`src/rtl/codec_pkg.sv`:
```
// Shared constants and types for the codec playback feeder.
package codec_pkg;

    localparam int SAMPLE_W = 16;

    typedef struct packed {
        logic [SAMPLE_W-1:0] left;
        logic [SAMPLE_W-1:0] right;
    } stereo_sample_t;

    localparam logic [7:0] UNDERRUN_MAX = 8'hFF;

    // Saturating increment used by the underrun counter.
    function automatic logic [7:0] sat_inc8(input logic [7:0] value);
        if (value == UNDERRUN_MAX) begin
            return value;
        end else begin
            return value + 8'd1;
        end
    endfunction

endpackage

```
`src/rtl/codec_feeder_fifo.sv`:
```
// Stereo sample FIFO: storage, wrap-bit pointers, full/empty flags and fill level.
module codec_feeder_fifo
    import codec_pkg::*;
#(
    parameter int DEPTH  = 8,
    parameter int DATA_W = 2 * SAMPLE_W
) (
    input  logic                      clk_i,
    input  logic                      rst_ni,
    input  logic                      wr_en_i,
    input  logic [DATA_W-1:0]         wr_data_i,
    input  logic                      rd_en_i,
    output logic [DATA_W-1:0]         rd_data_o,
    output logic                      full_o,
    output logic                      empty_o,
    output logic [$clog2(DEPTH):0]    fill_level_o
);

    localparam int AW = $clog2(DEPTH);

    logic [DATA_W-1:0] mem_q [DEPTH];
    logic [AW:0]       wr_ptr_q;
    logic [AW:0]       wr_ptr_d;
    logic [AW:0]       rd_ptr_q;
    logic [AW:0]       rd_ptr_d;

    // Pointer advance; callers only write when not full and read when not empty.
    always_comb begin
        wr_ptr_d = wr_ptr_q;
        rd_ptr_d = rd_ptr_q;
        if (wr_en_i) begin
            wr_ptr_d = wr_ptr_q + {{AW{1'b0}}, 1'b1};
        end else begin
            wr_ptr_d = wr_ptr_q;
        end
        if (rd_en_i) begin
            rd_ptr_d = rd_ptr_q + {{AW{1'b0}}, 1'b1};
        end else begin
            rd_ptr_d = rd_ptr_q;
        end
    end

    // Pointer registers.
    always_ff @(posedge clk_i or negedge rst_ni) begin
        if (!rst_ni) begin
            wr_ptr_q <= '0;
            rd_ptr_q <= '0;
        end else begin
            wr_ptr_q <= wr_ptr_d;
            rd_ptr_q <= rd_ptr_d;
        end
    end

    // Sample storage; contents are meaningless until written, so no reset.
    always_ff @(posedge clk_i) begin
        if (wr_en_i) begin
            mem_q[wr_ptr_q[AW-1:0]] <= wr_data_i;
        end
    end

    assign rd_data_o    = mem_q[rd_ptr_q[AW-1:0]];
    assign empty_o      = (wr_ptr_q == rd_ptr_q);
    assign full_o       = (wr_ptr_q[AW] != rd_ptr_q[AW]) &&
                          (wr_ptr_q[AW-1:0] == rd_ptr_q[AW-1:0]);
    assign fill_level_o = wr_ptr_q - rd_ptr_q;

endmodule

```
`src/rtl/codec_sample_feeder.sv`:
```
// Buffers producer samples and presents one per codec frame to the AC97 interface.
// Optional macro CODEC_FEEDER_VOLUME_EN adds a per-channel arithmetic volume shift.
module codec_sample_feeder #(
    parameter int FIFO_DEPTH = 8,
    parameter int SAMPLE_W   = codec_pkg::SAMPLE_W
) (
    input  logic                          clk,
    input  logic                          reset_n,
    input  logic [SAMPLE_W-1:0]           in_left,
    input  logic [SAMPLE_W-1:0]           in_right,
    input  logic                          in_valid,
    output logic                          in_ready,
    input  logic                          PCM_Playback_Accept,
`ifdef CODEC_FEEDER_VOLUME_EN
    input  logic [3:0]                    volume_shift,
`endif
    output logic [SAMPLE_W-1:0]           PCM_Playback_Left,
    output logic [SAMPLE_W-1:0]           PCM_Playback_Right,
    output logic [$clog2(FIFO_DEPTH):0]   fill_level,
    output logic [7:0]                    underrun_count
);

    import codec_pkg::*;

    logic                    accept_q;
    logic                    take_s;
    logic                    pop_s;
    logic                    push_s;
    logic                    full_s;
    logic                    empty_s;
    logic [2*SAMPLE_W-1:0]   head_s;
    logic [SAMPLE_W-1:0]     scaled_left_s;
    logic [SAMPLE_W-1:0]     scaled_right_s;
    logic [SAMPLE_W-1:0]     hold_left_q;
    logic [SAMPLE_W-1:0]     hold_right_q;
    logic [SAMPLE_W-1:0]     out_left_d;
    logic [SAMPLE_W-1:0]     out_right_d;
    logic [7:0]              underrun_q;
    logic [7:0]              underrun_d;

    codec_feeder_fifo #(
        .DEPTH  (FIFO_DEPTH),
        .DATA_W (2 * SAMPLE_W)
    ) u_fifo (
        .clk_i        (clk),
        .rst_ni       (reset_n),
        .wr_en_i      (push_s),
        .wr_data_i    ({in_left, in_right}),
        .rd_en_i      (pop_s),
        .rd_data_o    (head_s),
        .full_o       (full_s),
        .empty_o      (empty_s),
        .fill_level_o (fill_level)
    );

`ifdef CODEC_FEEDER_VOLUME_EN
    assign scaled_left_s  = $signed(head_s[2*SAMPLE_W-1:SAMPLE_W]) >>> volume_shift;
    assign scaled_right_s = $signed(head_s[SAMPLE_W-1:0]) >>> volume_shift;
`else
    assign scaled_left_s  = head_s[2*SAMPLE_W-1:SAMPLE_W];
    assign scaled_right_s = head_s[SAMPLE_W-1:0];
`endif

    // Frame edge, pop/push decisions, output mux and underrun accounting.
    always_comb begin
        take_s      = PCM_Playback_Accept & ~accept_q;
        pop_s       = take_s & ~empty_s;
        push_s      = in_valid & ~full_s;
        out_left_d  = hold_left_q;
        out_right_d = hold_right_q;
        underrun_d  = underrun_q;
        if (pop_s) begin
            out_left_d  = scaled_left_s;
            out_right_d = scaled_right_s;
        end else begin
            out_left_d  = hold_left_q;
            out_right_d = hold_right_q;
        end
        if (take_s && empty_s) begin
            underrun_d = sat_inc8(underrun_q);
        end else begin
            underrun_d = underrun_q;
        end
    end

    // Edge-detect flop, held output sample and underrun counter.
    always_ff @(posedge clk or negedge reset_n) begin
        if (!reset_n) begin
            accept_q     <= 1'b0;
            hold_left_q  <= '0;
            hold_right_q <= '0;
            underrun_q   <= 8'd0;
        end else begin
            accept_q     <= PCM_Playback_Accept;
            hold_left_q  <= out_left_d;
            hold_right_q <= out_right_d;
            underrun_q   <= underrun_d;
        end
    end

    // The codec latches on the take edge, so the mux is intentionally combinational.
    assign PCM_Playback_Left  = out_left_d;
    assign PCM_Playback_Right = out_right_d;
    assign in_ready           = ~full_s;
    assign underrun_count     = underrun_q;

endmodule
```
`config.mk`:
```
export PLATFORM = sky130hd
export DESIGN_NAME = codec_sample_feeder
export DESIGN_NICKNAME = d
export VERILOG_FILES = /design/src/rtl/codec_pkg.sv /design/src/rtl/codec_feeder_fifo.sv /design/src/rtl/codec_sample_feeder.sv
export SDC_FILE = /design/constraint.sdc
export NUM_CORES = 1
export LEC_CHECK = 0
export CAP_MARGIN = 10
export CORE_MARGIN = 4
export CORE_UTILIZATION = 35
export CTS_CLUSTER_SIZE = 40
export DETAILED_ROUTE_END_ITERATION = 16
export REMOVE_ABC_BUFFERS = 1
export SLEW_MARGIN = 20
export SYNTH_ARGS = -nofsm -noshare
export SYNTH_HDL_FRONTEND = slang
export SYNTH_SLANG_ARGS = --single-unit
```
`constraint.sdc`:
```
create_clock -name clk -period 5 [get_ports clk]
set_input_delay 1 -clock clk [delete_from_list [all_inputs] [get_ports clk]]
set_output_delay 1 -clock clk [all_outputs]
set_load 0.1 [all_outputs]
```
==> load_flow_metrics.sql <==
INSERT INTO impl_metrics (metric_group, metric, value, unit) VALUES
('timing', 'timing.final.hold_violations', '0', ''),
('timing', 'setup_repair_after_global_routing_missed_its_margin', 'no', ''),
('drt', 'first_pass_iters', '4', ''),
('drt', 'totalWireLength', '23800', 'µm'),
('clock_network', 'max-clock-path-buffers', '3', ''),
('global_route', 'grt.overflow.total', '0', ''),
('critical_path', 'worstPathRequired', '4.00', 'ns'),
('global_route', 'grt_use_total', '13.2', '%'),
('global_route', 'via_count_of_the_first_global_routing_pass', '5896', ''),
('critical_path', 'critical-path-top-cell-by-count', 'sky130_fd_sc_hd__buf_4', ''),
('timing', 'timing_worst_slew_pin_value', '1.03', 'ns'),
('placed_design', 'placedInstanceArea', '12900', 'µm²'),
('critical_path', 'nature_of_the_critical_path_endpoint', 'output pin', ''),
('logic_synthesis', 'synth-seq-cells', '305', ''),
('logic_synthesis', 'post_synth_num_cell_types', '38', ''),
('drt', 'vias_cell', '4.85', ''),
('critical_path', 'worstPathBufferInverterCount', '3', ''),
('placed_design', 'detailed_place_hpwl', '13400', 'µm'),
('critical_path', 'timing.critical_path.cells', 'buf_4, buf_4, mux4_2, mux2i_1, o21ai_0, buf_4', ''),
('critical_path', 'critical_path.slowest_cell', 'sky130_fd_sc_hd__buf_4', ''),
('clock_network', 'cts-root-buf', 'sky130_fd_sc_hd__clkbuf_16', ''),
('layout', 'areaGrowthSynthToFinish', '20.7', '%'),
('placed_design', 'port-buffer-count', '80', ''),
('logic_synthesis', 'yosysSeqAreaShare', '76.6', '%'),
('timing', 'timing.final.setup_violations', '0', ''),
('logic_synthesis', 'syn_inst', '568', ''),
('critical_path', 'r2r-end', 'u_fifo.mem_q[2][6]$_DFFE_PP_', ''),
('clock_network', 'cts.htree.levels', '2', ''),
('floorplanning', 'floorplan.core_area', '32700', 'µm²'),
('layout', 'layout-drive-gt1-share', '26.2', '%'),
('critical_path', 'critPathLaunch', 'u_fifo.rd_ptr_q[0]$_DFFE_PN0N_', ''),
('timing', 'clock_skew', '0.0191', 'ns'),
('critical_path', 'timing.rr.start', 'u_fifo.wr_ptr_q[1]$_DFFE_PN0P_', ''),
('layout', 'number_of_nets_in_the_layout', '716', ''),
('layout', 'regArea', '8920', 'µm²'),
('logic_synthesis', 'syn_area', '11600', 'µm²'),
('clock_network', 'cts.sink_count', '305', ''),
('global_route', 'grt_max_degree', '66', ''),
('logic_synthesis', 'postSynthAreaPerCell', '20.5', 'µm²'),
('layout', 'post_layout_nonfiller_instances', '1140', ''),
('timing', 'final.period_utilization', '88.9', '%'),
('outcome', 'run_status', 'finished, final reports clean', ''),
('drt', 'post_drt_wl_per_cell', '20.9', 'µm'),
('timing', 'worst_case_setup_margin_in_the_final_layout', '0.555', 'ns'),
('critical_path', 'path_class', 'register to output pin', ''),
('clock_network', 'worst_skew_pair.late_latency', '0.50', 'ns'),
('clock_network', 'post_cts_resized', '0', ''),
('clock_network', 'cts_made_buffers', '34', ''),
('critical_path', 'critPathMaxFanout', '39', ''),
('global_route', 'grt_first_pass_wirelength', '36300', 'µm'),
('clock_network', 'tritoncts', 'built', ''),
('drt', 'vias', '5530', ''),
('timing', 'max_slew_margin', '31.4', '%'),
('floorplanning', 'top_level_ports', '81', ''),
('layout', 'multiInputGateArea', '2640', 'µm²'),
('clock_network', 'cts.clk_slew.worst_paths', '0.05', 'ns'),
('critical_path', 'endpoint', 'PCM_Playback_Right[2]', ''),
('timing', 'final.min_clock_period', '4.44', 'ns'),
('placed_design', 'placed_cells', '1079', ''),
('logic_synthesis', 'yosys_warnings', '0', ''),
('worst_hold_path', 'worst_min_delay_path_category', 'register to register', ''),
('global_route', 'antenna_violations_before_repair', '1', ''),
('timing', 'max_freq', '0.225', 'GHz'),
('drt', 'route.detailed.drc', '0', ''),
('placed_design', 'gpl.final_weighted_congestion', '0.690', ''),
('critical_path', 'timing.critical_path.slowest_cell_delay', '0.72', 'ns'),
('clock_network', 'count_of_buffers_added_by_post_cts_timing_repair_for_setup', '0', ''),
('floorplanning', 'die_ar', '36200', 'µm²'),
('floorplanning', 'die-height', '190', 'µm'),
('placed_design', 'pre_cts_ws', '0.934', 'ns'),
('critical_path', 'cpLargestDelayFamily', 'buffers and inverters', '');
## worst min-delay path, delay by kind of cell (launching register included)
kind | cells | cell delay, ns
compound gates | 1 | 0.09
flops | 1 | 0.32
simple gates | 1 | 0.04
## cells in the mapped netlist
cell type / n / share of area, %
sky130_fd_sc_hd__nor3_1: 3 / 0.13
sky130_fd_sc_hd__o21bai_1: 1 / 0.065
sky130_fd_sc_hd__nor3b_1: 1 / 0.065
sky130_fd_sc_hd__a21boi_0: 1 / 0.065
sky130_fd_sc_hd__nor4_4: 1 / 0.18
sky130_fd_sc_hd__ha_1: 6 / 0.65
sky130_fd_sc_hd__or3_4: 1 / 0.097
sky130_fd_sc_hd__nand3_1: 6 / 0.26
sky130_fd_sc_hd__fa_1: 1 / 0.17
sky130_fd_sc_hd__nor4_1: 1 / 0.054
sky130_fd_sc_hd__a31oi_1: 1 / 0.054
sky130_fd_sc_hd__and3_1: 1 / 0.054
sky130_fd_sc_hd__nor2b_1: 1 / 0.054
sky130_fd_sc_hd__nand2_1: 42 / 1.4
sky130_fd_sc_hd__xor2_2: 1 / 0.14
sky130_fd_sc_hd__dfrtp_1: 49 / 11
sky130_fd_sc_hd__inv_1: 7 / 0.23
sky130_fd_sc_hd__mux2i_1: 32 / 2.8
sky130_fd_sc_hd__xnor2_1: 4 / 0.30
sky130_fd_sc_hd__a21o_1: 1 / 0.065
sky130_fd_sc_hd__clkbuf_1: 11 / 0.35
sky130_fd_sc_hd__nor4b_4: 1 / 0.20
sky130_fd_sc_hd__o21ai_0: 32 / 1.4
sky130_fd_sc_hd__nand2b_1: 3 / 0.16
sky130_fd_sc_hd__a41oi_1: 1 / 0.075
sky130_fd_sc_hd__nor2_1: 9 / 0.29
sky130_fd_sc_hd__a21bo_2: 1 / 0.086
sky130_fd_sc_hd__mux4_2: 64 / 12
sky130_fd_sc_hd__nand4_1: 2 / 0.11
sky130_fd_sc_hd__o21a_1: 1 / 0.065
sky130_fd_sc_hd__edfxtp_1: 256 / 66
sky130_fd_sc_hd__buf_1: 1 / 0.032
sky130_fd_sc_hd__or3_1: 1 / 0.054
sky130_fd_sc_hd__buf_2: 9 / 0.39
sky130_fd_sc_hd__buf_4: 4 / 0.26
sky130_fd_sc_hd__mux2_2: 2 / 0.19
sky130_fd_sc_hd__xor2_1: 8 / 0.60
sky130_fd_sc_hd__a21oi_1: 1 / 0.043
## cell usage in the layout (no fill, tap or decap), types with 2 or more instances in the layout
cell	synthesis	final
sky130_fd_sc_hd__clkinv_2	0	3
sky130_fd_sc_hd__nand3_1	6	6
sky130_fd_sc_hd__nand2b_1	3	3
sky130_fd_sc_hd__mux4_2	64	64
sky130_fd_sc_hd__clkbuf_1	11	8
sky130_fd_sc_hd__dfrtp_2	0	2
sky130_fd_sc_hd__clkinvlp_4	0	3
sky130_fd_sc_hd__nor3_2	0	2
sky130_fd_sc_hd__inv_1	7	6
sky130_fd_sc_hd__clkbuf_8	0	5
sky130_fd_sc_hd__nand2_1	42	42
sky130_fd_sc_hd__bufinv_16	0	2
sky130_fd_sc_hd__o21ai_0	32	32
sky130_fd_sc_hd__dfrtp_1	49	46
sky130_fd_sc_hd__mux2i_1	32	32
sky130_fd_sc_hd__xor2_1	8	8
sky130_fd_sc_hd__clkinv_1	0	3
sky130_fd_sc_hd__mux2_2	2	2
sky130_fd_sc_hd__nor2_1	9	4
sky130_fd_sc_hd__clkdlybuf4s50_1	0	44
sky130_fd_sc_hd__edfxtp_1	256	256
sky130_fd_sc_hd__ha_1	6	6
sky130_fd_sc_hd__nor2_4	0	5
sky130_fd_sc_hd__buf_4	4	49
sky130_fd_sc_hd__nand4_1	2	2
sky130_fd_sc_hd__clkbuf_16	0	35
sky130_fd_sc_hd__xnor2_1	4	4
## stage by stage
step	hold slack [ns]	utilization, %	setup TNS (ns)
final	0.492	43.0	0
after detailed placement	0.488	39.6	0
after floorplan	0.492	-	-398.75
after CTS	0.501	43.0	0
after global routing	0.514	43.0	0
after global placement	0.479	39.6	0
## cell type report
type	count	share of cell area [%]
Clock inverter	13	0.899
Sequential cell	305	63.5
Clock buffer	48	6.94
Inverter	7	0.187
Multi-Input combinational cell	231	18.8
Tap cell	442	3.94
Timing Repair Buffer	94	5.79
## registers in the layout, summed over array words and instances, names as in the netlist
name and cells:
hold_right_q 16, accept_q 1, u_fifo.wr_ptr_q 4, u_fifo.mem_q 256
hold_left_q 16, underrun_count 8, u_fifo.rd_ptr_q 4
## worst min path at each step
stage	start	to
after CTS	hold_right_q[0]$_DFF_PN0_	hold_right_q[0]$_DFF_PN0_
after floorplan	u_fifo.wr_ptr_q[0]$_DFFE_PN0P_	u_fifo.wr_ptr_q[0]$_DFFE_PN0P_
final	hold_right_q[0]$_DFF_PN0_	hold_right_q[0]$_DFF_PN0_
after detailed placement	hold_right_q[0]$_DFF_PN0_	hold_right_q[0]$_DFF_PN0_
after global placement	hold_left_q[4]$_DFF_PN0_	hold_left_q[4]$_DFF_PN0_
after global routing	hold_left_q[7]$_DFF_PN0_	hold_left_q[7]$_DFF_PN0_
## routing by layer
| layer | track usage (%) | vias up | routed length [µm] |
|---|---|---|---|
| li1 | - | 2483 | - |
| met1 | 17.3 | 2899 | 10300 |
| met2 | 22.7 | 114 | 11900 |
| met3 | 3.00 | 32 | 1200 |
| met4 | 2.96 | 2 | 374 |
| met5 | 0 | - | 20 |
## logic make-up after synthesis
| kind of cell | synth area share (%) |
|---|---|
| simple gates | 3.06 |
| xor+xnor | 1.04 |
| flops | 76.6 |
| fa+ha+maj | 0.817 |
| buf+inv | 1.26 |
| compound gates | 1.89 |
| mux | 15.3 |
Power is left out: the tool's default activity adds up to more than one toggle a clock period on the data nets, which glitch-free logic cannot reach.
